<file path="src/rtl/instruction_fetch_if.sv">
// Instruction-memory port of the fetch stage: a valid/ready request channel
// carrying a 4-byte-aligned byte address, and a response channel returning one
// 32-bit word (or an access error) for every accepted request.
interface instruction_fetch_if;
  logic        imem_req_valid;
  logic [63:0] imem_req_addr;
  logic        imem_req_ready;
  logic        imem_rsp_valid;
  logic [31:0] imem_rsp_data;
  logic        imem_rsp_err;

  // Fetch stage side: issues requests, consumes responses.
  modport master (
    output imem_req_valid,
    output imem_req_addr,
    input  imem_req_ready,
    input  imem_rsp_valid,
    input  imem_rsp_data,
    input  imem_rsp_err
  );

  // Instruction memory side.
  modport slave (
    input  imem_req_valid,
    input  imem_req_addr,
    output imem_req_ready,
    output imem_rsp_valid,
    output imem_rsp_data,
    output imem_rsp_err
  );
endinterface

</file>
<file path="src/rtl/instruction_fetch.sv">
// Fetch stage: owns the PC, fetches one instruction at a time from instruction
// memory, holds it with its PC for decode, follows redirects from execute and
// latches a sticky fault on a misaligned redirect or a memory access error.
module instruction_fetch #(
  parameter logic [63:0] RESET_PC  = 64'h0,
  parameter logic [31:0] NOP_INSTR = 32'h0000_0013
) (
  input  logic                  clk,
  input  logic                  rst_n,
  instruction_fetch_if.master   imem,
  input  logic                  redirect_valid,
  input  logic [63:0]           redirect_pc,
  input  logic                  stall,
  output logic                  if_valid,
  output logic [31:0]           if_instr,
  output logic [63:0]           if_pc,
  output logic                  if_fault
);

  typedef enum logic [2:0] {
    S_REQ,    // presenting a request at pc
    S_WAIT,   // request accepted, waiting for its response
    S_HOLD,   // instruction presented to decode
    S_DRAIN,  // redirected with a response still owed; discard it
    S_FAULT   // fault latched, fetching stopped until reset
  } state_t;

  state_t      state;
  state_t      state_next;
  logic [63:0] pc;

  logic hs;
  logic redir_live;
  logic redir_bad;
  logic redir_good;

  assign hs         = imem.imem_req_valid && imem.imem_req_ready;
  assign redir_live = redirect_valid && (state != S_FAULT);
  assign redir_bad  = redir_live && (redirect_pc[1:0] != 2'b00);
  assign redir_good = redir_live && (redirect_pc[1:0] == 2'b00);

  // State register.
  always_ff @(posedge clk or negedge rst_n) begin
    // NOTE: clocked state uses non-blocking assignments so every register
    // samples pre-edge values regardless of block evaluation order.
    if (!rst_n) state <= S_REQ;
    else        state <= state_next;
  end

  // Next-state logic; a live redirect overrides normal sequencing.
  always_comb begin
    // NOTE: default first so every path assigns state_next and no latch forms.
    state_next = state;
    if (redir_bad) begin
      state_next = S_FAULT;
    end else if (redir_good) begin
      case (state)
        S_REQ:   state_next = hs ? S_DRAIN : S_REQ;
        S_WAIT:  state_next = imem.imem_rsp_valid ? S_REQ : S_DRAIN;
        S_HOLD:  state_next = S_REQ;
        S_DRAIN: state_next = imem.imem_rsp_valid ? S_REQ : S_DRAIN;
        default: state_next = state;
      endcase
    end else begin
      case (state)
        S_REQ:   if (hs) state_next = S_WAIT;
        S_WAIT:  if (imem.imem_rsp_valid)
                   state_next = imem.imem_rsp_err ? S_FAULT : S_HOLD;
        S_HOLD:  if (!stall) state_next = S_REQ;
        S_DRAIN: if (imem.imem_rsp_valid) state_next = S_REQ;
        default: state_next = state;
      endcase
    end
  end

  // Request outputs: only S_REQ requests, and never while reset is asserted.
  always_comb begin
    imem.imem_req_valid = rst_n && (state == S_REQ);
    imem.imem_req_addr  = pc;
  end

  // PC and decode-facing registers.
  always_ff @(posedge clk or negedge rst_n) begin
    if (!rst_n) begin
      pc       <= RESET_PC;
      if_valid <= 1'b0;
      if_instr <= NOP_INSTR;
      if_pc    <= 64'h0;
      if_fault <= 1'b0;
    end else if (redir_bad) begin
      if_fault <= 1'b1;
      if_valid <= 1'b0;
    end else if (redir_good) begin
      pc       <= redirect_pc;
      if_valid <= 1'b0;
      if_instr <= NOP_INSTR;
    end else begin
      case (state)
        S_WAIT: begin
          if (imem.imem_rsp_valid && !imem.imem_rsp_err) begin
            if_instr <= imem.imem_rsp_data;
            if_pc    <= pc;
            if_valid <= 1'b1;
            pc       <= pc + 64'd4;  // wraps modulo 2^64
          end else if (imem.imem_rsp_valid) begin
            if_fault <= 1'b1;
            if_valid <= 1'b0;
          end
        end
        S_HOLD: begin
          if (!stall) begin
            if_valid <= 1'b0;
            if_instr <= NOP_INSTR;
          end
        end
        S_FAULT: if_valid <= 1'b0;
        default: ;
      endcase
    end
  end

endmodule
</file>
<file path="src/flat_wrapper.sv">
// flat-port wrapper written by rule: the top's interface ports become plain ports
module instruction_fetch_flat 
#(
  parameter logic [63:0] RESET_PC  = 64'h0,
  parameter logic [31:0] NOP_INSTR = 32'h0000_0013
)
  (clk, rst_n, redirect_valid, redirect_pc, stall, if_valid, if_instr, if_pc, if_fault, imem_imem_req_valid, imem_imem_req_addr, imem_imem_req_ready, imem_imem_rsp_valid, imem_imem_rsp_data, imem_imem_rsp_err);
  instruction_fetch_if imem_i ();
  input  logic clk;
  input  logic rst_n;
  input  logic redirect_valid;
  input  logic [63:0] redirect_pc;
  input  logic stall;
  output logic if_valid;
  output logic [31:0] if_instr;
  output logic [63:0] if_pc;
  output logic if_fault;
  output wire logic [$bits(imem_i.imem_req_valid)-1:0] imem_imem_req_valid;
  output wire logic [$bits(imem_i.imem_req_addr)-1:0] imem_imem_req_addr;
  input wire logic [$bits(imem_i.imem_req_ready)-1:0] imem_imem_req_ready;
  input wire logic [$bits(imem_i.imem_rsp_valid)-1:0] imem_imem_rsp_valid;
  input wire logic [$bits(imem_i.imem_rsp_data)-1:0] imem_imem_rsp_data;
  input wire logic [$bits(imem_i.imem_rsp_err)-1:0] imem_imem_rsp_err;
  assign imem_imem_req_valid = imem_i.imem_req_valid;
  assign imem_imem_req_addr = imem_i.imem_req_addr;
  assign imem_i.imem_req_ready = imem_imem_req_ready;
  assign imem_i.imem_rsp_valid = imem_imem_rsp_valid;
  assign imem_i.imem_rsp_data = imem_imem_rsp_data;
  assign imem_i.imem_rsp_err = imem_imem_rsp_err;
  instruction_fetch #(.RESET_PC(RESET_PC), .NOP_INSTR(NOP_INSTR)) u_core (.clk(clk), .rst_n(rst_n), .imem(imem_i), .redirect_valid(redirect_valid), .redirect_pc(redirect_pc), .stall(stall), .if_valid(if_valid), .if_instr(if_instr), .if_pc(if_pc), .if_fault(if_fault));
endmodule
</file>
<file path="config.mk">
export PLATFORM = sky130hd
export DESIGN_NAME = instruction_fetch_flat
export DESIGN_NICKNAME = d
export VERILOG_FILES = /design/src/rtl/instruction_fetch_if.sv /design/src/rtl/instruction_fetch.sv /design/src/flat_wrapper.sv
export SDC_FILE = /design/constraint.sdc
export NUM_CORES = 1
export LEC_CHECK = 0
export CAP_MARGIN = 5
export CORE_MARGIN = 4
export CORE_UTILIZATION = 38
export CTS_CLUSTER_DIAMETER = 40
export DETAILED_ROUTE_END_ITERATION = 12
export PLACE_DENSITY = 0.71
export REMOVE_ABC_BUFFERS = 1
export SYNTH_ARGS = -nofsm -noshare
export SYNTH_HDL_FRONTEND = slang
export SYNTH_SLANG_ARGS = --single-unit
</file>
<file path="constraint.sdc">
create_clock -name clk -period 2.5 [get_ports clk]
set_input_delay 0.25 -clock clk [delete_from_list [all_inputs] [get_ports clk]]
set_output_delay 0.25 -clock clk [all_outputs]
set_load 0.005 [all_outputs]
</file>
==> key figures <==
Timing
  – Final period utilization: 1.02
  – Worst Skew: 0.00968 ns
  – Final worst slack: -0.0475 ns
  – Max-slew violations: 0
  – Peak Freq: 0.393 GHz
  – Setup TNS: -0.0668 ns
  – Slew @ Worst Pin: 0.738 ns
  – RSZ-0062 raised after global routing: true
  – Max_slew headroom: 0.508
  – Min Tclk post-route: 2.55 ns
  – Final Hold Viols: 0
  – Fin Hold WS: 0.375 ns
  – # setup viols final: 2

Synthesis
  – Syn. warnings: 0
  – Yosys cell types: 61
  – Seq/Total Area, Yosys: 0.505
  – Post-synth EDFFs: 0
  – Ys async rst share: 1.00
  – Syn_area_per_cell: 8.88 um2
  – Mapped cell area: 0.00818 mm2
  – Cells after synthesis: 921
  – Top_reg_cell synth: dfrtp_1
  – Synth Register Bits: 165

Drt
  – Final ANT Viol Nets: 0
  – Detailed Route WL: 28.8 mm
  – Number of remaining DRC errors: 0
  – Routed vias/inst: 5.28
  – Routed length per instance: 18.8 um
  – Vias post-DR: 8099
  – Initial drt markers: 541
  – Drt pass-1 iters: 5

Global routing
  – Vias in the first global route: 8212
  – First-pass GRT wire length: 45.8 mm
  – Largest net degree at the start of global routing: 122
  – GR Util All Layers: 0.241
  – Overflow after GRT: 0
  – Initial antenna violation count: 2

Finish
  – Commonest non-fill, non-tap cell in the layout: nand2_1
  – Share of post-route cells with drive strength above 1: 0.130
  – P&R area growth vs syn: 51.9%
  – Design Area, Final: 0.0124 mm2
  – Antenna Diode Count: 0
  – Most frequent cells in the layout: nand2_1 (266), clkdlybuf4s50_1 (264), dfrtp_1 (160)
  – FILL cells: 1793
  – Net count, final: 1350

Critical path
  – Startpoint types: flop
  – Crit Path Category: reg2reg
  – CP Max Fanout: 5
  – Worst endpoint data arrival time: 2.89 ns
  – Worst EP required: 2.84 ns
  – Endpoint class of the critical path: flop

Clocking
  – CTS max path bufs: 2
  – Clock Sinks: 165
  – H-tree Lvls: 4
  – Clock Root Buffer: clkbuf_16
  – Total CTS buffers: 17
  – Clock tree from TritonCTS: done
  – CTS clock-pin slew for the worst setup and hold paths: 0.07 ns
  – Clk Latency, worst-skew pair: 0.43 ns

Placement
  – Dpl ws: -0.469 ns
  – Final Wtd Congestion: 0.842
  – Post-DP HPWL: 21.6 mm
  – Port bufs: 265
  – Placed Area: 0.0118 mm2

Power
  – Pwr dens: 1100 mW/mm2
  – Worst VDD drop: 0.522 mV
  – Leak pwr: 5.56 nW

Die
  – Cell row count: 53
  – Core ar.: 0.0211 mm2
  – Die height: 155 um
  – Starting Density: 0.388
  – Die area: 0.0239 mm2
  – Die W: 155 um
  – Top Ports: 266

Min path
  – Worst hold path class: in2reg

Status
  – Violated checks: negative setup slack
  – Run status: finished, violations left

Job
  – Maxcap violations: 0
## cell usage after synthesis (all sizes together), types with 12 or more instances
cell type / instances / area share
or4: 16 / 0.016
nand2: 269 / 0.12
inv: 40 / 0.018
a31oi: 12 / 0.0092
nor4: 18 / 0.015
mux2i: 36 / 0.044
dfrtp: 162 / 0.50
nor2: 38 / 0.017
clkbuf: 40 / 0.019
nor3: 17 / 0.010
nand4: 27 / 0.021
buf: 18 / 0.011
xnor2: 12 / 0.013
nand3: 33 / 0.020
o21ai: 37 / 0.023
## report_power, final
group	total [W]	leakage [nW]	internal, W	switching, W
registers	0.00485	2.03	0.00387	0.000982
logic	0.00621	3.26	0.00356	0.00266
clock network	0.00263	0.275	0.00149	0.00114
## layout make-up
type,count,area (um2),share of cell area
Clock buffer,19,433,0.0348
Clock inverter,13,149,0.0120
Inverter,40,150,0.0121
Multi-Input combinational cell,658,3730,0.300
Sequential cell,165,4140,0.333
Tap cell,275,344,0.0277
Timing Repair Buffer,364,3480,0.280
## metrics by stage
step | std cells | utilization | power (W)
3_3_place_gp | 1500 | 0.559 | 0.0110
4_1_cts | 1534 | 0.588 | 0.0138
5_1_grt | 1534 | 0.589 | 0.0146
3_5_place_dp | 1500 | 0.559 | 0.0111
2_1_floorplan | 863 | - | 0.00698
6_report | 1534 | 0.589 | 0.0137
## state kept, by name (all words and copies together) (netlist names)
name and flops:
u_core.if_pc 64, u_core.state 3, u_core.if_instr 32, u_core.if_valid 1, u_core.if_fault 1, u_core.imem.imem_req_addr 64
## final timing paths
check / to / cells past startpoint / slack, ns / start
max reg2reg: u_core.imem.imem_req_addr[57]$_DFFE_PN0P_ / 5 / -0.05 / u_core.state[1]$_DFFE_PN0P_
min reg2reg: u_core.if_pc[15]$_DFFE_PN0P_ / 2 / 0.48 / u_core.if_pc[15]$_DFFE_PN0P_
max in group asynchronous: u_core.imem.imem_req_addr[50]$_DFFE_PN0P_ / 3 / 1.40 / rst_n
max: u_core.imem.imem_req_addr[57]$_DFFE_PN0P_ / 5 / -0.05 / u_core.state[1]$_DFFE_PN0P_
min: u_core.imem.imem_req_addr[12]$_DFFE_PN0P_ / 3 / 0.37 / redirect_pc[12]
min in group asynchronous: u_core.if_pc[37]$_DFFE_PN0P_ / 3 / 0.49 / rst_n
## critical path, stage by stage, from the launching register on
cell and delay (ns):
dfrtp_1 0.38, or4b_4 0.54, or4_4 0.49, or3_4 0.41, or4_1 0.48, a31oi_1 0.17
## cells by family (layout without fill, tap and decap cells)
logic type,after synthesis,after routing,share of synthesized area
AOI/OAI and AO/OA,114,114,0.0948
adders and majority gates,2,2,0.00275
and+or+nand+nor,483,483,0.280
buffers and inverters,98,436,0.0476
DFF,165,165,0.505
xor gates and xnor gates,19,19,0.0203
muxes,40,40,0.0495
## layer usage
layer  vias up  share of wire  wire length [um]  track usage
met2       327           0.46             13400        0.390
met5         -         0.0011                31            0
met3        55          0.074              2120       0.0599
met4         4          0.029               838       0.0866
met1      3859           0.43             12400        0.314
li1       3854              -                 -            -
## timing repair
action,in CTS,in global routing
hold endpoints to repair,40,0
hold buffers,1,0
pin swaps,3,4
endpoints found under the setup margin,9,12
gates resized for setup,2,11
setup buffers,1,0
Note: power is estimated with default switching activity, not from simulation.
